$ cat src/rtl/config_loader.sv
// config_loader: bit-serial loader that deserializes address/data frames and
// issues one-cycle config_en strobes with a shared 32-bit config_data word.
module config_loader #(
  parameter int NUM_TILES = 16
) (
  input  logic                 clk,
  input  logic                 reset,
  input  logic                 start,
  input  logic                 cfg_bit_in,
  input  logic                 cfg_bit_valid,
  output logic                 cfg_bit_ready,
  output logic [31:0]          config_data,
  output logic [NUM_TILES-1:0] config_en,
  output logic                 busy,
  output logic                 done,
  output logic                 addr_err,
  output logic [15:0]          words_written
);

  typedef enum logic [2:0] {
    S_IDLE  = 3'd0,
    S_ADDR  = 3'd1,
    S_DATA  = 3'd2,
    S_WRITE = 3'd3,
    S_DONE  = 3'd4
  } state_t;

  localparam logic [7:0] END_MARK = 8'hFF;

  state_t      state_q, state_d;
  logic [7:0]  addr_q, addr_d;
  logic [31:0] shift_q, shift_d;
  logic [5:0]  cnt_q, cnt_d;
  logic [31:0] data_q, data_d;
  logic        err_q, err_d;
  logic [15:0] words_q, words_d;

  logic bit_xfer;
  logic in_range;

  // Handshake and status flags decode straight from the state register.
  always_comb begin
    cfg_bit_ready = (state_q == S_ADDR) || (state_q == S_DATA);
    busy          = (state_q == S_ADDR) || (state_q == S_DATA) || (state_q == S_WRITE);
    done          = (state_q == S_DONE);
    bit_xfer      = cfg_bit_valid && cfg_bit_ready;
    in_range      = int'(addr_q) < NUM_TILES;
  end

  // One-hot strobe only in WRITE; an out-of-range address matches no bit.
  always_comb begin
    config_en = '0;
    for (int i = 0; i < NUM_TILES; i++)
      config_en[i] = (state_q == S_WRITE) && (addr_q == 8'(i));
  end

  // Next-state, shift registers, counters and status.
  always_comb begin
    state_d = state_q;
    addr_d  = addr_q;
    shift_d = shift_q;
    cnt_d   = cnt_q;
    data_d  = data_q;
    err_d   = err_q;
    words_d = words_q;
    unique case (state_q)
      S_IDLE, S_DONE: begin
        if (start) begin
          state_d = S_ADDR;
          cnt_d   = '0;
          err_d   = 1'b0;
          words_d = '0;
        end
      end
      S_ADDR: begin
        if (bit_xfer) begin
          addr_d = {addr_q[6:0], cfg_bit_in};
          cnt_d  = cnt_q + 6'd1;
          if (cnt_q == 6'd7) begin
            cnt_d   = '0;
            state_d = (addr_d == END_MARK) ? S_DONE : S_DATA;
          end
        end
      end
      S_DATA: begin
        if (bit_xfer) begin
          shift_d = {shift_q[30:0], cfg_bit_in};
          cnt_d   = cnt_q + 6'd1;
          if (cnt_q == 6'd31) begin
            // The bus takes the fresh word as WRITE begins, so the strobe sees it.
            data_d  = shift_d;
            cnt_d   = '0;
            state_d = S_WRITE;
          end
        end
      end
      S_WRITE: begin
        if (in_range) begin
          if (words_q != 16'hFFFF) words_d = words_q + 16'd1;
        end else begin
          err_d = 1'b1;
        end
        cnt_d   = '0;
        state_d = S_ADDR;
      end
      default: state_d = S_IDLE;
    endcase
  end

  // State and datapath registers; reset aborts any partial frame.
  always_ff @(posedge clk) begin
    if (reset) begin
      state_q <= S_IDLE;
      addr_q  <= '0;
      shift_q <= '0;
      cnt_q   <= '0;
      data_q  <= '0;
      err_q   <= 1'b0;
      words_q <= '0;
    end else begin
      state_q <= state_d;
      addr_q  <= addr_d;
      shift_q <= shift_d;
      cnt_q   <= cnt_d;
      data_q  <= data_d;
      err_q   <= err_d;
      words_q <= words_d;
    end
  end

  assign config_data   = data_q;
  assign addr_err      = err_q;
  assign words_written = words_q;

endmodule
$ cat config.mk
export PLATFORM = sky130hd
export DESIGN_NAME = config_loader
export DESIGN_NICKNAME = d
export VERILOG_FILES = /design/src/rtl/config_loader.sv
export SDC_FILE = /design/constraint.sdc
export NUM_CORES = 1
export LEC_CHECK = 0
export CAP_MARGIN = 10
export CORE_UTILIZATION = 53
export DETAILED_ROUTE_END_ITERATION = 7
export PLACE_DENSITY = 0.8
export SETUP_SLACK_MARGIN = 0.05
export SYNTH_ARGS = -nofsm -noshare
export SYNTH_HDL_FRONTEND = slang
export SYNTH_SLANG_ARGS = --single-unit
$ cat constraint.sdc
create_clock -name clk -period 2.5 [get_ports clk]
set_clock_uncertainty 0.05 [all_clocks]
set_input_delay 0.375 -clock clk [delete_from_list [all_inputs] [get_ports clk]]
set_output_delay 0.375 -clock clk [all_outputs]
set_load 0.05 [all_outputs]
==> impl_results.md <==
* Outcome: finished clean
* First-pass GRT wire length at around 17000 um
* Cell Area, Placed at roughly 5200 sq um
* Ant diodes at 0
* Top Layer Used: met4
* Worst Hold Class: in -> reg
* Initial core utilization at 0.549
* Post-Route M1 WL at roughly 4300 um
* Setup TNS at 0 ns
* Clock network fraction of total power at 0.410
* Post-synthesis sequential area ratio at 0.458
* CTS root buf: clkbuf_8
* RSZ-0062 raised after global routing: false
* Fmax at roughly 0.42 GHz
* Antenna violations before repair at 0
* Final worst path period share at 0.956
* DR WL/cell at roughly 14 um
* Slowest stage delay, CP at 0.56 ns
* Crit-path cells: or4_4, or3_4, nor2_4, buf_12
* Switch share at 0.234
* Fin. Hold Viols at 0
* Startpoint types: flip-flop
* Routed Antenna Nets at 0
* Unique masters post-synth at between 50 and 60
* CTS sink cnt at 97
* Slew Viols, Final at 0
* GR Overflow Total at 0
* Setup violators final at 0
* Crit path max fanout at 5
* Vias per cell at about 5.7
* Clock transition at path regs at approximately 0.09 ns
* CTS max path bufs at 2
* Met2 WL at about 5000 um
* VDD IR max at between 0.4 and 0.5 mV
* Total GRT Usage at 0.247
* Post-synth top flop: dfxtp_1
* Vias in the first global route at between 3000 and 4000
* Row count at 32
* Num ports at 73
* Logic gate share of total power at 0.041
* HPWL after detailed placement at 6880 um
* Die height at between 90 and 100 um
* NetSw at between 600 and 700 uW
* Core footprint at 7730 sq um
* Area grow syn2layout at 30.2%
* Yosys synthesis warning count at 0
* CP Capture Type: output pin
* Die X at between 90 and 100 um
* Die ar. at between 8000 and 9000 sq um
* Routed met3 length at 574 um
* Async set-reset flop share out of synthesis at 0
* Critical Path AT at roughly 2.0 ns
* Syn nets at approximately 550
* Internal power at approximately 2200 uW
* Drt drc at 0
* Gpl congestion at around 0.91
* Yosys reg bits at 97
* Crit Path Category: reg -> out
* Min cycle time layout at approximately 2.4 ns
* Slew margin rel. at 0.616
* Static leakage at between 0.0015 and 0.002 uW
* Tightest Pin Transition at ~0.57 ns
* Num CTS Buffers at 9
* Syn Inst Count at 540
* # nets final at 613
* Clock latency on the worst-skew pair at 0.37 ns
* Largest net degree at the start of global routing at 44
* Critical-path top delay cell: or4_4
* Max Cap Viol at 0
* Final core utilization at 0.714
* Pwr Density at just over 500 nW/um^2
* EDFF count, synth at 0
* Htree depth at 3
* PortBufs at 72
* DRT iter0 DRCs at between 200 and 300
* Mean post-synth cell area at ~7.9 sq um
* Seq pwr share at 0.548
* Total wire length at 10100 um
* CP Data Required Time at roughly 2.1 ns
* Share of layout cells above drive strength 1 at 0.118
* Cell Area, Synth at about 4200 sq um
* Via count at 4062
* TritonCTS clock tree: yes
* First-pass detailed-route iteration total at 5
* Design Area, Final at approximately 5500 sq um
[stage by stage]
step                      std cells  hold WS (ns)  worst slack [ns]  power, uW
after floorplan                 540         0.382             0.115       1670
after global placement          696         0.395             0.379       1710
after detailed placement        696         0.399             0.321       1710
after CTS                       712         0.377            0.0648       2850
after global routing            713         0.399            0.0523       2930
final                           713         0.388             0.109       2830
[path summary, 6_finish.rpt]
| kind | slack (ns) | endpoint | cells after the start | from |
|---|---|---|---|---|
| max | 0.11 | config_en[2] | 4 | addr_q[6] |
| min | 0.39 | cnt_q[1] | 2 | reset |
| max reg2reg | 0.33 | words_written[15] | 5 | words_written[0] |
| min reg2reg | 0.41 | config_data[5] | 2 | config_data[5] |
[cells in the mapped netlist (3+ instances only)]
master	count	area, sq um
nor2_1	30	113
nand3b_1	7	52.6
nand4_1	9	56.3
nor4_1	5	31.3
and3_1	3	18.8
clkbuf_1	23	86.3
nand2_1	154	578
inv_1	7	26.3
buf_2	3	15.0
nand3_1	13	65.1
a21oi_1	80	400
mux2i_1	3	30.0
dfxtp_1	97	1940
nand2b_1	8	50.1
nor3_1	12	60.1
a211oi_1	8	60.1
o211ai_1	4	30.0
nor2b_1	3	18.8
buf_1	4	15.0
o31ai_1	4	30.0
o21ai_0	9	45.0
or3_1	7	43.8
[worst max-delay path, delay by kind of cell (launching register included)]
| family | cells | cell delay (ns) |
|---|---|---|
| buffers and inverters | 1 | 0.14 |
| DFF | 1 | 0.36 |
| and+or+nand+nor | 3 | 1.10 |
[area by class of cell]
cell class	count	area, sq um
clock buffer	9	124
clock inverter	7	111
fill	604	2210
inverter	7	26.3
multi-input combinational	403	2180
sequential	97	1940
tap	102	128
timing repair buffer	88	1010
[layout by cell type (no fill, tap or decap), drive strengths merged, types with 3 or more instances in the layout]
cell type      synthesis  final
or4b                   3      3
nand3                 13     13
nand2b                 8      8
nor3                  13     13
nand3b                 7      7
nand4                 10     10
clkdlybuf4s50          0     52
or4                    3      3
clkinv                 0      3
dfxtp                 97     97
a211oi                 8      8
or3                    7      7
inv                    7      9
o21ai                  9      9
nor4                   7      7
nand2                154    154
a21oi                 81     81
buf                    9     35
and3                   3      3
mux2i                  3      3
nor2b                  3      3
o211ai                 4      4
o31ai                  4      4
nor3b                  3      3
nor2                  30     30
clkbuf                23      9
[repair_timing]
| item | in CTS | in global routing |
|---|---|---|
| setup buffers | 0 | 1 |
| endpoints found under the setup margin | 4 | 13 |
| pin swaps | 0 | 1 |
| gates resized for setup | 5 | 8 |
| hold buffers | 0 | 0 |
[state kept, by name, summed over array words and instances, names as in the netlist]
name / count
words_written: 16
addr_err: 1
config_data: 32
addr_q: 8
state_q: 3
shift_q: 31
cnt_q: 6
[logic make-up after synthesis]
| family | after synthesis | synth area share |
|---|---|---|
| buffers and inverters | 40 | 0.0413 |
| xor gates and xnor gates | 1 | 0.00207 |
| and+or+nand+nor | 272 | 0.310 |
| adders and majority gates | 3 | 0.00826 |
| muxes | 3 | 0.00708 |
| DFF | 97 | 0.458 |
| AOI/OAI and AO/OA | 124 | 0.173 |
[power groups by stage]
stage | sequential [uW] | combinational, uW | clock [uW]
final | 1550 | 117 | 1160
after global routing | 1560 | 128 | 1240
after CTS | 1550 | 117 | 1170
after detailed placement | 1590 | 117 | 0
after global placement | 1590 | 115 | 0
after floorplan | 1590 | 80.0 | 0
[metal layers]
metal,track usage,vias to the layer above
li1,-,2010
met1,0.304,1888
met2,0.422,142
met3,0.0469,22
met4,0.101,0
met5,0,-
No activity file was read; power rests on OpenSTA's default activity.
